$ cat config.mk
export PLATFORM = sky130hd
export DESIGN_NAME = us_delay_timer
export DESIGN_NICKNAME = d
export VERILOG_FILES = /design/src/rtl/us_delay_timer_pkg.sv /design/src/rtl/us_delay_timer_edge.sv /design/src/rtl/us_delay_timer.sv
export SDC_FILE = /design/constraint.sdc
export NUM_CORES = 1
export LEC_CHECK = 0
export ABC_AREA = 1
export CORE_MARGIN = 5
export CORE_UTILIZATION = 40
export DETAILED_ROUTE_END_ITERATION = 7
export HOLD_SLACK_MARGIN = 0.06
export PLACE_DENSITY_LB_ADDON = 0.12
export SLEW_MARGIN = 20
export SYNTH_ARGS = -nofsm -noshare
export SYNTH_HDL_FRONTEND = slang
export SYNTH_SLANG_ARGS = --single-unit
$ cat constraint.sdc
create_clock -name clk_i -period 2.9 [get_ports clk_i]
set_input_delay 0.58 -clock clk_i [delete_from_list [all_inputs] [get_ports clk_i]]
set_output_delay 0.58 -clock clk_i [all_outputs]
set_load 0.03 [all_outputs]
$ cat src/rtl/us_delay_timer_pkg.sv
// Shared types and unit constants for the microsecond delay timer.
// Imported by the timer top and by timebase consumers.
package us_delay_timer_pkg;

  typedef enum logic {
    ST_IDLE = 1'b0,
    ST_RUN  = 1'b1
  } state_e;

  localparam int PRESC_US = 1;
  localparam int PRESC_MS = 1000;

endpackage

$ cat src/rtl/us_delay_timer_edge.sv
// Toggle-to-pulse edge detector for timebase toggle outputs.
// Both polarities of the toggle produce a one-cycle pulse.
module tgl_edge_det (
  input  logic clk_i,
  input  logic rst_n_i,
  input  logic tgl_i,
  output logic edge_o
);

  logic tgl_q;

  always_ff @(posedge clk_i or negedge rst_n_i) begin
    if (!rst_n_i) begin
      tgl_q <= 1'b0;
    end else begin
      tgl_q <= tgl_i;
    end
  end

  assign edge_o = tgl_q ^ tgl_i;

endmodule

$ cat src/rtl/us_delay_timer.sv
// Programmable one-shot / periodic delay counter driven by the 1 us toggle.
// Counts PRESC toggle edges per unit and pulses done_o on expiry.
module us_delay_timer
  import us_delay_timer_pkg::*;
#(
  parameter int CNT_W = 16,
  parameter int PRESC = PRESC_US,
  parameter int PRE_W = 10
) (
  input  logic             clk_i,
  input  logic             rst_n_i,
  input  logic             tick_tgl_i,
  input  logic             start_i,
  input  logic             cancel_i,
  input  logic             periodic_i,
  input  logic [CNT_W-1:0] dly_i,
  output logic             busy_o,
  output logic             done_o,
  output logic [CNT_W-1:0] remain_o
);

  localparam logic [PRE_W-1:0] PreLast = PRE_W'(PRESC - 1);

  state_e           state_q, state_d;
  logic [PRE_W-1:0] presc_q, presc_d;
  logic [CNT_W-1:0] remain_q, remain_d;
  logic [CNT_W-1:0] reload_q, reload_d;
  logic             per_q, per_d;
  logic             done_q, done_d;
  logic             edge_w, unit_w, expire_w;

  tgl_edge_det u_edge (
    .clk_i   (clk_i),
    .rst_n_i (rst_n_i),
    .tgl_i   (tick_tgl_i),
    .edge_o  (edge_w)
  );

  assign unit_w   = (state_q == ST_RUN) && edge_w && (presc_q == PreLast);
  assign expire_w = unit_w && (remain_q <= CNT_W'(1));

  always_ff @(posedge clk_i or negedge rst_n_i) begin
    if (!rst_n_i) begin
      state_q <= ST_IDLE;
    end else begin
      state_q <= state_d;
    end
  end

  always_comb begin
    state_d = state_q;
    if (cancel_i) begin
      state_d = ST_IDLE;
    end else if (start_i) begin
      state_d = (dly_i != '0) ? ST_RUN : ST_IDLE;
    end else if (expire_w && !per_q) begin
      state_d = ST_IDLE;
    end
  end

  always_comb begin
    presc_d  = presc_q;
    remain_d = remain_q;
    reload_d = reload_q;
    per_d    = per_q;
    done_d   = 1'b0;
    if (cancel_i) begin
      presc_d  = '0;
      remain_d = '0;
    end else if (start_i) begin
      presc_d  = '0;
      remain_d = dly_i;
      reload_d = dly_i;
      per_d    = periodic_i;
      // zero delay expires at once and never reloads
      done_d   = (dly_i == '0);
    end else if (state_q == ST_RUN && edge_w) begin
      if (unit_w) begin
        presc_d = '0;
        if (expire_w) begin
          done_d   = 1'b1;
          remain_d = per_q ? reload_q : '0;
        end else begin
          remain_d = remain_q - CNT_W'(1);
        end
      end else begin
        presc_d = presc_q + PRE_W'(1);
      end
    end
  end

  always_ff @(posedge clk_i or negedge rst_n_i) begin
    if (!rst_n_i) begin
      presc_q  <= '0;
      remain_q <= '0;
      reload_q <= '0;
      per_q    <= 1'b0;
      done_q   <= 1'b0;
    end else begin
      presc_q  <= presc_d;
      remain_q <= remain_d;
      reload_q <= reload_d;
      per_q    <= per_d;
      done_q   <= done_d;
    end
  end

  always_comb begin
    busy_o   = (state_q == ST_RUN);
    done_o   = done_q;
    remain_o = remain_q;
  end

endmodule

==> metrics, run 1 <==
outcome=completed; Post-Route Utilization=0.490; Fmax=466 MHz; Worst R2R Setup Slack=0.89 ns; register area=1150 um2; root buf cell=clkbuf_8; first-pass GRT wire length=13,600 um; sw power=0.681 mW; Clock power frac=0.262; CTS clk-pin slew, worst paths=0.09 ns; min Tclk post-route=2.15 ns; count of final setup violators=0; Post-DP HPWL=5890 um; critical path class=primary input to flip-flop; DRT Wirelength=8100 um; Power Internal=1.19 mW; unrepaired setup endpoints after global routing=no; Final Hold Viols=0; max-slew violation count=0; Final Power=1.88 mW; largest net degree at the start of global routing=31; IO Pins=40; die outline area=9290 um2; worst path required time=3.09 ns; Leak=1.68 nW; share of cells above drive strength 1=0.0619; # nets final=510; TritonRoute pass-1 iters=4; FF-to-FF Start=remain_o[0]; port buffer count=39; Vias/cell=4.96; Area growth syn-to-layout=19.2%; Synth Instances=447; DRC viols=0; WL/cell=13.9 um; Hold Buf Count CTS=0; # H-tree levels=2; CTS tree=built; sw frac=0.363; reg-to-reg critical path endpoint=remain_o[0]; PostCTS Resize Cnt=0; clk buf depth=2; Ant. Diodes=0; Max-cap violations=0; Worst setup SP type=primary input; placed cells=576; Final Non-Filler Cells=584; Post-Syn Area=2990 um2; Slew Limit Headroom=0.534; grt ovf=0; GRT Total Usage=0.189; Synth Warn #=0; crit share post-route=0.740; #FFs+latches synth=46; Reg2Reg Depth=11; initial antenna violation count=0; DIE WIDTH=96.4 um; CP Max Fanout=23; count of cell types in the netlist=32; Synthesized Nets=473; CP Capture Type=flip-flop; Arrival @ worst endpoint=2.34 ns; clock buffer count from CTS=5; Comb power frac=0.308; vias in the first global route=2,801; sequential fraction of design power=0.430; Final GP Congestion=0.870; multi-input logic area=1610 um2; Post-CTS Setup Repair Bufs=0; clock skew=0.00770 ns; clock sinks=46; transition time of the tightest slew-check pin=0.698 ns; die height=96.4 um; post-synthesis sequential area ratio=0.386; Initial Util=0.412; routed vias=2,897; synthesized area per cell=6.68 um2; clk_lat worst skew=0.31 ns; Setup TNS=0 ns; fillcell total=760; DRT iter0 DRCs=212; Routed Antenna Nets=0; Min-Delay Path Class=primary input to async pin; Rows=31; Worst VDD drop=0.198 mV; core area=7250 um2; PD cells=527 nW/um2
## worst max-delay path by stage
| stage | start | endpoint | slack (ns) |
|---|---|---|---|
| 5_1_grt | tick_tgl_i | remain_o[1] | 0.59 |
| 2_1_floorplan | remain_o[0] | remain_o[0] | 1.10 |
| 3_5_place_dp | tick_tgl_i | remain_o[1] | 0.42 |
| 6_report | tick_tgl_i | remain_o[14] | 0.75 |
| 4_1_cts | start_i | remain_o[14] | 0.75 |
| 3_3_place_gp | start_i | remain_o[14] | 0.49 |
## cell type report
cell class | instances | share of cell area
inverters | 41 | 0.0433
clock inverters | 2 | 0.0106
clock buffers | 6 | 0.0204
flip-flops and latches | 46 | 0.324
repair buffers | 42 | 0.115
multi-input cells | 348 | 0.453
well taps | 99 | 0.0348
## registers in the layout (all words and copies together), names as in the netlist
name and cells:
presc_q 10, done_o 1, reload_q 16, u_edge.tgl_q 1
busy_o 1, per_q 1, remain_o 16
## synth_stat cells
| master | instances | area share |
|---|---|---|
| nand4_1 | 1 | 0.0021 |
| xnor2_1 | 4 | 0.012 |
| o22ai_1 | 1 | 0.0021 |
| nand2_1 | 163 | 0.20 |
| nor3_1 | 9 | 0.015 |
| xor2_1 | 4 | 0.012 |
| and3_1 | 1 | 0.0021 |
| and2_1 | 1 | 0.0021 |
| a21oi_2 | 4 | 0.012 |
| nor2_2 | 1 | 0.0021 |
| nand3_2 | 1 | 0.0034 |
| inv_2 | 2 | 0.0025 |
| nor3b_1 | 1 | 0.0025 |
| nor2_1 | 69 | 0.087 |
| o21ai_0 | 7 | 0.012 |
| buf_2 | 2 | 0.0034 |
| nand2_4 | 2 | 0.0075 |
| a21oi_1 | 27 | 0.045 |
| clkbuf_1 | 6 | 0.0075 |
| nor2_4 | 5 | 0.019 |
| ha_1 | 4 | 0.017 |
| nand3_1 | 36 | 0.060 |
| inv_1 | 39 | 0.049 |
| buf_6 | 1 | 0.0038 |
| clkbuf_8 | 1 | 0.0046 |
| a31oi_1 | 1 | 0.0021 |
| dfrtp_1 | 46 | 0.39 |
| nand2_2 | 2 | 0.0042 |
| nand3b_1 | 2 | 0.0050 |
| nor2_8 | 1 | 0.0067 |
| o21ai_1 | 1 | 0.0017 |
| buf_4 | 2 | 0.0050 |
## stage by stage
step / hold slack (ns) / area (um2) / worst slack [ns]
5_1_grt: 0.290 / 3560 / 0.591
3_5_place_dp: 0.460 / 3450 / 0.424
4_1_cts: 0.269 / 3560 / 0.753
2_1_floorplan: 0.284 / 2990 / 1.10
3_3_place_gp: 0.455 / 3450 / 0.485
6_report: 0.260 / 3560 / 0.754
## power groups by stage
stage / clock (mW) / combinational (mW) / sequential [mW]
2_1_floorplan: 0 / 0.331 / 0.854
3_3_place_gp: 0 / 0.571 / 0.816
3_5_place_dp: 0 / 0.577 / 0.818
4_1_cts: 0.502 / 0.580 / 0.805
5_1_grt: 0.528 / 0.645 / 0.818
6_report: 0.491 / 0.578 / 0.806
## per-layer routing
layer,track usage,up-vias,routed length (um)
met1,0.258,1318,3740
met5,0,-,0
met3,0.0318,12,417
met2,0.313,94,3830
met4,0.0467,0,120
li1,-,1473,-
## critical path, stage by stage
cell,delay [ns]
clkdlybuf4s50_1,0.50
nor2_1,0.08
nor2_4,0.21
nand3_2,0.16
nand2_4,0.23
inv_2,0.24
a21oi_1,0.22
a21oi_1,0.10
## layout by cell type, fill, tap and decap left out
cell             synthesis  routed
xor2_1                   4       4
nand4_1                  1       1
clkbuf_1                 6       1
nor3b_1                  1       1
nor2_4                   5       5
and3_1                   1       1
dfrtp_1                 46      46
a31oi_1                  1       1
a21oi_1                 27      27
o21ai_1                  1       1
inv_2                    2       2
o21ai_0                  7       7
nand2_2                  2       2
nor2_1                  69      68
nand2_1                163     163
inv_1                   39      39
nand3_1                 36      36
clkdlybuf4s50_1          0      38
buf_4                    2       3
clkbuf_8                 1       5
buf_2                    2       1
nor3_1                   9       9
and2_1                   1       1
a21oi_2                  4       4
xnor2_1                  4       4
nand2_4                  2       2
bufinv_16                0       1
o22ai_1                  1       1
nor2_8                   1       1
nand3b_1                 2       2
clkinvlp_4               0       1
nand3_2                  1       1
ha_1                     4       4
nor2_2                   1       2
## logic make-up (layout without fill, tap and decap cells)
family                     Yosys count  after routing  share of synthesized area
buffers and inverters               53             91                     0.0759
DFF                                 46             46                      0.386
adders and majority gates            4              4                     0.0168
xor gates and xnor gates             8              8                     0.0235
and+or+nand+nor                    295            295                      0.424
AOI/OAI and AO/OA                   41             41                     0.0746
(Power assumes the default switching activity.)
==> run 2, diff against run 1 <==
- clock period: 2.9 -> 1.9 ns (I/O delays scaled with it)
==> metrics, run 2 (same netlist as run 1, synthesis figures left out) <==
Rows=31 (unchanged); slowest CP cell=clkdlybuf4s50_1; clk_lat worst skew=0.31 ns (about the same); # H-tree levels=2 (unchanged); Final Non-Filler Cells=599 (+2.6%); Worst Path Buf+Inv=1 (-1); outcome=completed; CP Depth=1 (-7); Worst R2R Setup Slack=0.18 ns (-0.71 ns); largest net degree at the start of global routing=47 (+52%); hold_ws=0.478 ns (+0.219 ns); DRT Wirelength=8060 um (-0.49%); routed vias=2,894 (-0.10%); Slew Limit Headroom=0.615 (+0.0813); Initial Util=0.412 (unchanged); clock sinks=46 (unchanged); Vias/cell=4.83 (-2.6%); Min-Delay Path Class=flip-flop to flip-flop; Post-CTS Setup Repair Bufs=0 (unchanged); reg-to-reg critical path endpoint=remain_o[14]; Leak=1.86 nW (+11%); Setup TNS=0 ns (unchanged); port buffer count=39 (unchanged); Final Hold Viols=0 (unchanged); Reg2Reg Depth=10 (-1); vias in the first global route=2,821 (+0.71%); min Tclk post-route=1.85 ns; clk buf depth=2 (unchanged); register area=1150 um2 (unchanged); first-pass GRT wire length=13,500 um (-0.66%); PD cells=777 nW/um2 (+47%); CP max stage delay=0.71 ns (+0.21 ns); root buf cell=clkbuf_8; CP Capture Type=output port; Routed Antenna Nets=0 (unchanged); # nets final=525 (+2.9%); initial antenna violation count=0 (unchanged); CP cell instances=clkdlybuf4s50_1; Setup crit end=remain_o[14]; IO Pins=40 (unchanged); share of cells above drive strength 1=0.0920 (+0.0301); grt ovf=0 (unchanged); worst setup margin=0.0502 ns (-0.704 ns); die height=96.4 um (unchanged); most frequent cells in the layout=163 x nand2_1, 67 x nor2_1, 46 x dfrtp_1; DP Worst Slack=-0.0846 ns (-0.508 ns); GRT Total Usage=0.188 (-0.00191); FF-to-FF Start=remain_o[1]; Final Power=2.90 mW (+55%); core area=7250 um2 (unchanged); clock skew=0.00562 ns (-0.00208 ns); most common cell after layout, fill and taps aside=nand2_1; Final GP Congestion=0.857 (-1.5%); DRT iter0 DRCs=160 (-25%); DRC viols=0 (unchanged); die outline area=9290 um2 (unchanged); WL/cell=13.5 um (-3.0%); placed cells=590 (+2.4%); critical path class=flip-flop to output port; CTS clk-pin slew, worst paths=0.10 ns (about the same); TritonRoute pass-1 iters=4 (unchanged); Worst setup SP type=flip-flop; Top delay family on crit path=buffers and inverters; multi-input logic area=1620 um2 (+0.31%); crit share post-route=0.974; DIE WIDTH=96.4 um (unchanged); Post-DP HPWL=5960 um (+1.1%); Max-cap violations=0 (unchanged); max-slew violation count=0 (unchanged); Fmax=541 MHz; worst path required time=1.52 ns (-1.57 ns); Worst setup startpoint=remain_o[14]; CP Max Fanout=6 (-74%); Worst VDD drop=0.345 mV (+74%); transition time of the tightest slew-check pin=0.577 ns (-0.121 ns); unrepaired setup endpoints after global routing=no; clock buffer count from CTS=5 (unchanged); fillcell total=752 (-1.1%); Arrival @ worst endpoint=1.47 ns (-0.87 ns); CTS tree=built; Ant. Diodes=0 (unchanged); count of final setup violators=0 (unchanged); Area growth syn-to-layout=24.9%
[run 2: changes by cell type in the layout (fill, tap and decap cells not counted)]
cell	change
buf_12	+3
buf_4	+11
clkdlybuf4s50_1	-11
dlygate4sd2_1	+4
dlygate4sd3_1	+1
dlymetal6s2s_1	+7
ha_1	-1
ha_2	+1
nor2_1	-1
nor2_2	+1
[run 2: report_power, final]
| part | switching [mW] | internal, mW |
|---|---|---|
| Clock | 0.369 | 0.393 |
| Combinational | 0.545 | 0.364 |
| Sequential | 0.139 | 1.09 |
| Total | 1.05 | 1.84 |
[run 2: area by class of cell]
cell class                      instances  area share
Timing Repair Buffer                   57       0.154
Clock buffer                            6      0.0195
Clock inverter                          2      0.0101
Multi-Input combinational cell        348       0.433
Tap cell                               99      0.0332
Sequential cell                        46       0.309
Inverter                               41      0.0413
[run 2: timing repair]
| item | 4_1_cts | 5_1_grt |
|---|---|---|
| gates resized for setup | 4 | 9 |
| pin swaps | 0 | 0 |
| hold buffers | 1 | 0 |
| hold endpoints to repair | 46 | 0 |
| endpoints found under the setup margin | 4 | 20 |
[run 2: worst min path at each step]
| stage | end | cells past startpoint | start | slack (ns) |
|---|---|---|---|---|
| after CTS | reload_q[3] | 2 | reload_q[3] | 0.48 |
| after global routing | reload_q[14] | 2 | reload_q[14] | 0.50 |
| after global placement | presc_q[2] | 2 | rst_n_i | 0.39 |
| after floorplan | busy_o | 0 | rst_n_i | 0.08 |
| after detailed placement | presc_q[8] | 2 | rst_n_i | 0.39 |
| final | reload_q[3] | 2 | reload_q[3] | 0.48 |
[run 2: metrics by stage]
stage,area (um2),util
after detailed placement,3590,0.495
after floorplan,2990,-
final,3730,0.514
after CTS,3700,0.511
after global placement,3590,0.495
after global routing,3730,0.514
[run 2: per-layer routing]
metal / up-vias / share of wire / track usage
li1: 1503 / - / -
met1: 1339 / 0.50 / 0.260
met2: 45 / 0.46 / 0.308
met3: 7 / 0.031 / 0.0279
met4: 0 / 0.011 / 0.0444
met5: - / 0 / 0
[run 2: worst min-delay path, stage by stage, from the launching register on]
cell and delay, ns:
dfrtp_1 0.35, nand2_1 0.05, nand2_1 0.05
==> run 3, diff against run 2 <==
- SKIP_LAST_GASP: not set -> 1
==> results of run 3 <==
The final DEF is identical to that of run 2; final timing and power are the same.
